**src/rtl/io_port_endpoint_pkg.sv**
```systemverilog
// Shared definitions for the Octavo I/O port endpoint and its FIFOs.
// The EF polarity constants are also what the CPU I/O predication logic
// compares against, so both sides agree on what "ready" means.
package io_port_endpoint_pkg;

  // Empty/full flag polarity as seen by the CPU thread scheduler
  localparam logic IO_EF_READY   = 1'b1;
  localparam logic IO_EF_BLOCKED = 1'b0;

  // Default geometry of one port pair
  localparam int IO_WORD_WIDTH  = 36;
  localparam int IO_FIFO_DEPTH  = 8;
  localparam int IO_ADDR_WIDTH  = 3;
  localparam int IO_COUNT_WIDTH = IO_ADDR_WIDTH + 1;

  // FIFO operation for one cycle, encoded as {push, pop}
  typedef enum logic [1:0] {
    FIFO_HOLD = 2'b00,
    FIFO_POP  = 2'b01,
    FIFO_PUSH = 2'b10,
    FIFO_BOTH = 2'b11
  } fifoOpE;

endpackage

```
**src/rtl/io_port_fifo.sv**
```systemverilog
// Show-ahead FIFO with registered flags and a registered head word.
// Push and pop arrive already qualified by the caller against the flags.
// The head word is held when the FIFO drains, so the output never glitches
// or shows stale slots while empty.
module io_port_fifo
  import io_port_endpoint_pkg::*;
#(
  parameter int WORD_WIDTH  = IO_WORD_WIDTH,
  parameter int DEPTH       = IO_FIFO_DEPTH,
  parameter int ADDR_WIDTH  = IO_ADDR_WIDTH,
  parameter int COUNT_WIDTH = IO_COUNT_WIDTH
) (
  input  logic                  clock,
  input  logic                  reset_n,
  input  logic                  i_push,
  input  logic [WORD_WIDTH-1:0] i_data,
  input  logic                  i_pop,
  output logic [WORD_WIDTH-1:0] o_data,
  output logic                  o_notEmpty,
  output logic                  o_notFull
);

  logic [WORD_WIDTH-1:0]  r_mem [DEPTH];
  logic [ADDR_WIDTH-1:0]  r_wrPtr;
  logic [ADDR_WIDTH-1:0]  r_rdPtr;
  logic [ADDR_WIDTH-1:0]  w_rdPtrInc;
  logic [COUNT_WIDTH-1:0] r_count;
  logic [COUNT_WIDTH-1:0] w_countNext;
  logic [WORD_WIDTH-1:0]  r_head;
  logic [WORD_WIDTH-1:0]  w_headNext;
  logic                   r_notEmpty;
  logic                   r_notFull;
  fifoOpE                 w_op;

  assign w_op       = fifoOpE'({i_push, i_pop});
  assign w_rdPtrInc = r_rdPtr + ADDR_WIDTH'(1);

  // Next occupancy and next head word; the head comes from the input word when
  // the FIFO is (or becomes) a single fresh entry, else from the slot behind it
  always_comb begin
    w_countNext = r_count;
    w_headNext  = r_head;
    case (w_op)
      FIFO_PUSH: begin
        w_countNext = r_count + COUNT_WIDTH'(1);
        if (r_count == '0) begin
          w_headNext = i_data;
        end
      end
      FIFO_POP: begin
        w_countNext = r_count - COUNT_WIDTH'(1);
        if (r_count != COUNT_WIDTH'(1)) begin
          w_headNext = r_mem[w_rdPtrInc];
        end
      end
      FIFO_BOTH: begin
        if (r_count == COUNT_WIDTH'(1)) begin
          w_headNext = i_data;
        end else begin
          w_headNext = r_mem[w_rdPtrInc];
        end
      end
      default: begin
        w_countNext = r_count;
      end
    endcase
  end

  // Pointers, count, head and flags; flags come from the next count so they
  // are valid at the start of every cycle
  always_ff @(posedge clock or negedge reset_n) begin
    if (!reset_n) begin
      r_wrPtr    <= '0;
      r_rdPtr    <= '0;
      r_count    <= '0;
      r_head     <= '0;
      r_notEmpty <= 1'b0;
      r_notFull  <= 1'b1;
    end else begin
      if (i_push) begin
        r_wrPtr <= r_wrPtr + ADDR_WIDTH'(1);
      end
      if (i_pop) begin
        r_rdPtr <= w_rdPtrInc;
      end
      r_count    <= w_countNext;
      r_head     <= w_headNext;
      r_notEmpty <= (w_countNext != '0);
      r_notFull  <= (w_countNext != COUNT_WIDTH'(DEPTH));
    end
  end

  // Storage array; contents need no reset because the pointers and head do
  always_ff @(posedge clock) begin
    if (i_push) begin
      r_mem[r_wrPtr] <= i_data;
    end
  end

  assign o_data     = r_head;
  assign o_notEmpty = r_notEmpty;
  assign o_notFull  = r_notFull;

endmodule

```
**src/rtl/io_port_endpoint.sv**
```systemverilog
// Device-side endpoint for one Octavo I/O port pair.
// The read FIFO is filled by an external producer and popped by the CPU;
// the write FIFO is filled by the CPU and drained by an external consumer.
// Strobes issued against a blocked EF are dropped and recorded in sticky flags.
module io_port_endpoint
  import io_port_endpoint_pkg::*;
#(
  parameter int WORD_WIDTH  = IO_WORD_WIDTH,
  parameter int FIFO_DEPTH  = IO_FIFO_DEPTH,
  parameter int ADDR_WIDTH  = IO_ADDR_WIDTH,
  parameter int COUNT_WIDTH = IO_COUNT_WIDTH
) (
  input  logic                  clock,
  input  logic                  reset_n,
  input  logic                  io_rden,
  output logic [WORD_WIDTH-1:0] io_read_data,
  output logic                  io_read_EF,
  input  logic                  io_wren,
  input  logic [WORD_WIDTH-1:0] io_write_data,
  output logic                  io_write_EF,
  input  logic                  ext_in_valid,
  output logic                  ext_in_ready,
  input  logic [WORD_WIDTH-1:0] ext_in_data,
  output logic                  ext_out_valid,
  input  logic                  ext_out_ready,
  output logic [WORD_WIDTH-1:0] ext_out_data,
  input  logic                  clear_errors,
  output logic                  rd_underrun,
  output logic                  wr_overrun
);

  logic w_rdPush;
  logic w_rdPop;
  logic w_rdNotEmpty;
  logic w_rdNotFull;
  logic w_wrPush;
  logic w_wrPop;
  logic w_wrNotEmpty;
  logic w_wrNotFull;
  logic w_rdUnderrunSet;
  logic w_wrOverrunSet;
  logic r_rdUnderrun;
  logic r_wrOverrun;

  assign io_read_EF    = w_rdNotEmpty ? IO_EF_READY : IO_EF_BLOCKED;
  assign io_write_EF   = w_wrNotFull  ? IO_EF_READY : IO_EF_BLOCKED;
  assign ext_in_ready  = w_rdNotFull;
  assign ext_out_valid = w_wrNotEmpty;

  assign w_rdPush = ext_in_valid && w_rdNotFull;
  assign w_rdPop  = io_rden && (io_read_EF == IO_EF_READY);
  assign w_wrPush = io_wren && (io_write_EF == IO_EF_READY);
  assign w_wrPop  = w_wrNotEmpty && ext_out_ready;

  assign w_rdUnderrunSet = io_rden && (io_read_EF == IO_EF_BLOCKED);
  assign w_wrOverrunSet  = io_wren && (io_write_EF == IO_EF_BLOCKED);

  io_port_fifo #(
    .WORD_WIDTH  (WORD_WIDTH),
    .DEPTH       (FIFO_DEPTH),
    .ADDR_WIDTH  (ADDR_WIDTH),
    .COUNT_WIDTH (COUNT_WIDTH)
  ) u_readFifo (
    .clock      (clock),
    .reset_n    (reset_n),
    .i_push     (w_rdPush),
    .i_data     (ext_in_data),
    .i_pop      (w_rdPop),
    .o_data     (io_read_data),
    .o_notEmpty (w_rdNotEmpty),
    .o_notFull  (w_rdNotFull)
  );

  io_port_fifo #(
    .WORD_WIDTH  (WORD_WIDTH),
    .DEPTH       (FIFO_DEPTH),
    .ADDR_WIDTH  (ADDR_WIDTH),
    .COUNT_WIDTH (COUNT_WIDTH)
  ) u_writeFifo (
    .clock      (clock),
    .reset_n    (reset_n),
    .i_push     (w_wrPush),
    .i_data     (io_write_data),
    .i_pop      (w_wrPop),
    .o_data     (ext_out_data),
    .o_notEmpty (w_wrNotEmpty),
    .o_notFull  (w_wrNotFull)
  );

  // Sticky error flags; a new error in the same cycle as a clear keeps the flag set
  always_ff @(posedge clock or negedge reset_n) begin
    if (!reset_n) begin
      r_rdUnderrun <= 1'b0;
      r_wrOverrun  <= 1'b0;
    end else begin
      if (w_rdUnderrunSet) begin
        r_rdUnderrun <= 1'b1;
      end else if (clear_errors) begin
        r_rdUnderrun <= 1'b0;
      end
      if (w_wrOverrunSet) begin
        r_wrOverrun <= 1'b1;
      end else if (clear_errors) begin
        r_wrOverrun <= 1'b0;
      end
    end
  end

  assign rd_underrun = r_rdUnderrun;
  assign wr_overrun  = r_wrOverrun;

endmodule

```
**config.mk**
```make
export PLATFORM = sky130hd
export DESIGN_NAME = io_port_endpoint
export DESIGN_NICKNAME = d
export VERILOG_FILES = /design/src/rtl/io_port_endpoint_pkg.sv /design/src/rtl/io_port_fifo.sv /design/src/rtl/io_port_endpoint.sv
export SDC_FILE = /design/constraint.sdc
export NUM_CORES = 1
export LEC_CHECK = 0
export CORE_MARGIN = 2
export CORE_UTILIZATION = 48
export CTS_CLUSTER_DIAMETER = 200
export DETAILED_ROUTE_END_ITERATION = 8
export PLACE_DENSITY_LB_ADDON = 0.25
export RECOVER_POWER = 100
export SLEW_MARGIN = 30
export SYNTH_ARGS = -nofsm -noshare
export SYNTH_HDL_FRONTEND = slang
export SYNTH_SLANG_ARGS = --single-unit
export TNS_END_PERCENT = 100
```
**constraint.sdc**
```tcl
create_clock -name clock -period 4.5 [get_ports clock]
set_input_delay 0.45 -clock clock [delete_from_list [all_inputs] [get_ports clock]]
set_output_delay 0.45 -clock clock [all_outputs]
set_load 0.02 [all_outputs]
```
==> out/results.ini, run 1 <==
[status]
status = finished, violations left
violations = max-capacitance violations, max-slew violations

[clock_tree]
clk-insertion-delay-late_ns = 0.61
cts.path.max_buffers = 3
clockRootBuffer = clkbuf_16
h-tree-depth = 3
tritoncts = done
cts_resized = 0
clock_sinks = 674
cts_buffers = 71
clk_pin_slew_ns = 0.06

[worst_setup_path]
crit_fanout = 21
crit_chain = nand2_1 > inv_1 > nand2_1 > nor2_1 > buf_4
critPathBufInv = 2
cpPeakStageDelay_ns = 1.26
r2r_start = u_writeFifo.o_notFull
required_ns = 4.76
critPathCaptureType = flop
startpoint_type = flop
reg2reg_to = u_writeFifo.r_mem[6][3]
cp_top_family = simple AND/OR/NAND/NOR gates
worstPathArrival_ns = 3.57
r2r_slack_ns = 1.19
cp-startpoint = u_writeFifo.o_notFull
ff2ff_path_depth = 5
crit_type = flop to flop
crit_slowest_cell = nor2_1
cpMostUsedCell = nand2_1

[sta]
rsz0062_at_grt = no
hold_viol = 0
clock_skew_ns = 0.0232
whs_ns = 0.428
relSlewSlack_pct = -24.3
post-route-period-util_pct = 73.5
setup_ws_ns = 1.19
setup_viol = 0
tns_ns = 0
finalCriticalPeriod_ns = 3.31
drv_slew = 220
worst_slew_pin_slew_ns = 1.86
fmax_mhz = 302

[cells_and_area]
layout_commonest_cell = edfxtp_1
drive_gt1_share_pct = 8.03
mostFrequentLayoutCells = 576 x edfxtp_1, 290 x nand3_1, 290 x mux2i_1, 163 x nand2_1, 151 x dlygate4sd3_1
syn_to_final_growth_pct = 16.0
num-nets-final = 2058
fin_cells = 2787

[yosys]
async_reset_ff_share_pct = 14.5
synth-edff-count = 576
syn_area_um2 = 27700
synth_top_area_cell = edfxtp_1
syn_nets = 1913
synth_cells = 1814
synth.avg_cell_area_um2 = 15.3
synth_top_area_share_pct = 62.5
ys.flop_type = edfxtp_1
synth_area_leaders = edfxtp_1 62%, mux2i_1 10%, dfrtp_1 8.7%
synth_cell_type_count = 41
yosys_warnings = 0
yosysSeqAreaShare_pct = 71.3
yosys_register_bits = 674

[die]
rows = 88
die_w_um = 244
die_h_um = 244
io_pins = 157
start_util_pct = 48.3
dieArea_um2 = 59600
core_um2 = 57400

[routing]
drt_iter0_drc = 1151
drc_errors = 0
drt-total-wl_um = 61500
first_pass_iters = 6
wl_per_cell_um = 22.0
ant_nets = 0
vias = 16100
vias_per_cell = 5.77

[placed_design]
dp_hpwl_um = 32700
pre_cts_ws_ns = 1.18
place.gp.congestion = 0.761
io_buffers = 156
placed_cells = 2646

[global_route]
grt_pass1_vias = 16100
antenna_found_initial = 17
grt_overflow = 0
grt_pass1_wl_um = 94400
grt_max_degree = 145
grt_usage_pct = 20.6

[power]
peakVddDrop_mv = 0.831
p_per_area_nw_per_um2 = 736
power.leakage_nw = 11.8

[job]
drv_cap = 8

[hold_path]
holdCritPathClass = input pin to async pin

[metrics by stage]
stage                     instance area (um2)  utilization (%)  power (W)
after floorplan                         27700                -     0.0153
after global placement                  30100             52.5     0.0182
after detailed placement                30100             52.6     0.0184
after CTS                               32500             56.6     0.0242
after global routing                    32100             56.0     0.0249
final                                   32100             56.0     0.0236
[worst max-delay path by stage]
stage,to,slack [ns],cells past startpoint
2_1_floorplan,u_writeFifo.r_mem[4][0],0.50,4
3_3_place_gp,u_writeFifo.o_data[20],1.28,8
3_5_place_dp,u_writeFifo.o_data[1],1.18,8
4_1_cts,u_writeFifo.o_data[1],1.71,7
5_1_grt,u_writeFifo.r_mem[6][2],0.99,5
6_report,u_writeFifo.r_mem[6][3],1.19,5
[registers in the layout (all words and copies together), names as in the netlist]
name and count:
u_readFifo.r_mem 288, rd_underrun 1, u_readFifo.r_rdPtr 3, u_writeFifo.o_notEmpty 1, u_writeFifo.r_rdPtr 3, u_readFifo.o_notFull 1
u_writeFifo.r_count 4, u_writeFifo.r_mem 288, u_readFifo.o_notEmpty 1, u_readFifo.r_wrPtr 3, u_readFifo.r_count 4, wr_overrun 1
u_writeFifo.o_data 36, u_writeFifo.r_wrPtr 3, u_writeFifo.o_notFull 1, u_readFifo.o_data 36
[metal layers]
layer	GRT usage, %	share of wire [%]	vias to the layer above
met5	0	0.23	-
met3	3.64	5.5	121
met1	29.1	44	8176
met2	32.5	47	452
li1	-	-	7309
met4	7.16	2.3	20
[final cells by class]
type	count	area, um2
antenna	5	12.5
clock buffer	100	1960
clock inverter	31	384
fill	4570	25300
inverter	20	75.1
multi-input combinational	992	7020
sequential	674	19800
tap	765	957
timing repair buffer	200	1950
[kinds of logic (layout without fill, tap and decap cells)]
| kind of cell | count (synthesis) | count (layout) | share of synthesized area (%) |
|---|---|---|---|
| AOI/OAI and AO/OA | 98 | 98 | 4.30 |
| xor gates and xnor gates | 12 | 12 | 0.380 |
| adders and majority gates | 20 | 20 | 0.904 |
| buffers and inverters | 148 | 351 | 2.44 |
| DFF | 674 | 674 | 71.3 |
| muxes | 293 | 293 | 10.6 |
| other | 0 | 5 | 0 |
| and+or+nand+nor | 569 | 569 | 10.0 |
[synthesized netlist by cell type (3+ instances only)]
cell      count
nor3_1       10
buf_2        31
nand2_1     163
o22ai_1       4
or2_2         3
inv_1        18
nor2_1        9
o221ai_1     12
o221ai_2     60
o21ai_0       5
nand3_1     290
clkbuf_1     80
mux2i_1     290
nand4_1      72
xnor2_1      10
buf_1         9
nand2b_1      6
nor2b_1       4
mux2_2        3
edfxtp_1    576
buf_8         6
dfrtp_1      96
o31ai_1       4
ha_1         20
[power by group]
group          total (W)  switching, W  internal [W]
clock network    0.00583       0.00237       0.00346
logic            0.00917       0.00586       0.00331
registers        0.00863      0.000542       0.00808
total             0.0236       0.00877        0.0149
[repair_timing]
| item | in CTS | in global routing |
|---|---|---|
| hold buffers | 0 | 1 |
| setup buffers | 0 | 0 |
| endpoints found under the hold margin | 0 | 54 |
No activity file was read; power rests on OpenSTA's default activity.
==> inputs of run 2 (changes only) <==
==> constraint.sdc (replaced) <==
create_clock -name clock -period 2.8 [get_ports clock]
set_input_delay 0.28 -clock clock [delete_from_list [all_inputs] [get_ports clock]]
set_output_delay 0.28 -clock clock [all_outputs]
set_load 0.02 [all_outputs]
==> out/results.ini, run 2 (same netlist as run 1, synthesis figures left out) <==
[global_route]
grt_max_degree = 125
grt_overflow = 0
grt_pass1_vias = 16400
grt_pass1_wl_um = 97100
antenna_found_initial = 9
grt_usage_pct = 21.3

[job]
drv_cap = 1

[status]
status = finished, violations left
violations = max-capacitance violations, max-slew violations

[worst_setup_path]
required_ns = 3.30
cpPeakStageDelay_ns = 0.60
crit_slowest_cell = or4b_2
startpoint_type = flop
worstPathArrival_ns = 3.08
critPathCaptureType = flop
cp_top_family = simple AND/OR/NAND/NOR gates
crit_type = flop to flop
critPathBufInv = 2
crit_chain = inv_1 > ha_1 > or3b_1 > a21oi_1 > or4b_2 > buf_4 > o221ai_1
crit_fanout = 36

[routing]
drt_iter0_drc = 1280
wl_per_cell_um = 22.3
drc_errors = 0
vias = 16200
drt-total-wl_um = 62800
first_pass_iters = 7
vias_per_cell = 5.76
ant_nets = 0

[die]
core_um2 = 57400
rows = 88
die_h_um = 244
start_util_pct = 48.3
dieArea_um2 = 59600
io_pins = 157
die_w_um = 244

[cells_and_area]
fin_cells = 2815
multi_input_area_um2 = 7080
fill_cells = 4484
mostFrequentLayoutCells = 576 x edfxtp_1, 290 x nand3_1, 290 x mux2i_1, 163 x nand2_1, 151 x dlygate4sd3_1
reg_top3 = u_readFifo.r_mem: 288 flops, u_writeFifo.r_mem: 288 flops
layout_commonest_cell = edfxtp_1
register_area_um2 = 19800
num-nets-final = 2089
final_core_util_pct = 56.6
drive_gt1_share_pct = 9.87
syn_to_final_growth_pct = 17.3

[clock_tree]
postCtsSetupBuffers = 0
cts_resized = 0
hold_buffers = 1
tritoncts = done
cts.path.max_buffers = 3
h-tree-depth = 3
cts_buffers = 71
clk_pin_slew_ns = 0.06
clockRootBuffer = clkbuf_16
clk-insertion-delay-late_ns = 0.60
clock_sinks = 674

[sta]
fmax_mhz = 388
whs_ns = 0.265
rsz0062_at_grt = no
post-route-period-util_pct = 92.1
clock_skew_ns = 0.0279
drv_slew = 22
hold_viol = 0
finalCriticalPeriod_ns = 2.58
setup_viol = 0
relSlewSlack_pct = -10.5
worst_slew_pin_slew_ns = 1.66

[power]
peakVddDrop_mv = 1.00
power.total_w = 0.0389
power.leakage_nw = 12.0
p_per_area_nw_per_um2 = 1200

[placed_design]
io_buffers = 156
placed_cells = 2681
place.gp.congestion = 0.784
dp_hpwl_um = 34500

[hold_path]
holdCritPathClass = input pin to flop

-- run 2: layer usage --
layer / wire length [um] / track usage [%] / vias to the layer above
met3: 3440 / 3.91 / 97
met4: 1400 / 7.26 / 10
met1: 27200 / 29.0 / 8261
met2: 30800 / 34.7 / 452
li1: - / - / 7390
met5: 57 / 0 / -
-- run 2: metrics by stage --
stage | area [um2] | setup TNS, ns | setup WS (ns)
after global placement | 30900 | 0 | 0.256
after floorplan | 27700 | -218.31 | -1.03
after global routing | 32500 | 0 | 0.0879
final | 32500 | 0 | 0.222
after detailed placement | 30900 | 0 | 0.169
after CTS | 33200 | 0 | 0.299
-- run 2: worst min-delay path, cell delays in order --
cell             delay (ns)
clkdlybuf4s50_1        0.42
inv_1                  0.06
o22ai_1                0.06
-- run 2: layout make-up --
class                      instances  area share [%]
clock inverter                    23           0.670
antenna                            3          0.0231
sequential                       674            60.8
multi-input combinational        992            21.8
clock buffer                     107            6.36
tap                              765            2.95
timing repair buffer             231            7.16
inverter                          20           0.231
-- run 2: final timing paths --
kind / startpoint / endpoint / slack [ns] / depth (start not counted)
max in group asynchronous: reset_n / u_readFifo.o_data[23] / 0.48 / 3
worst min register to register: u_readFifo.o_data[20] / u_readFifo.o_data[20] / 0.49 / 2
worst min-delay path: io_wren / wr_overrun / 0.27 / 3
worst max register to register: u_writeFifo.r_count[0] / u_writeFifo.o_data[18] / 0.22 / 7
worst max-delay path: u_writeFifo.r_count[0] / u_writeFifo.o_data[18] / 0.22 / 7
min in group asynchronous: reset_n / u_writeFifo.r_rdPtr[1] / 0.53 / 2
-- run 2: power by group --
| part | switching, W | internal [W] |
|---|---|---|
| logic | 0.00977 | 0.00612 |
| clock network | 0.00376 | 0.00540 |
| registers | 0.000847 | 0.0130 |
| total | 0.0144 | 0.0245 |
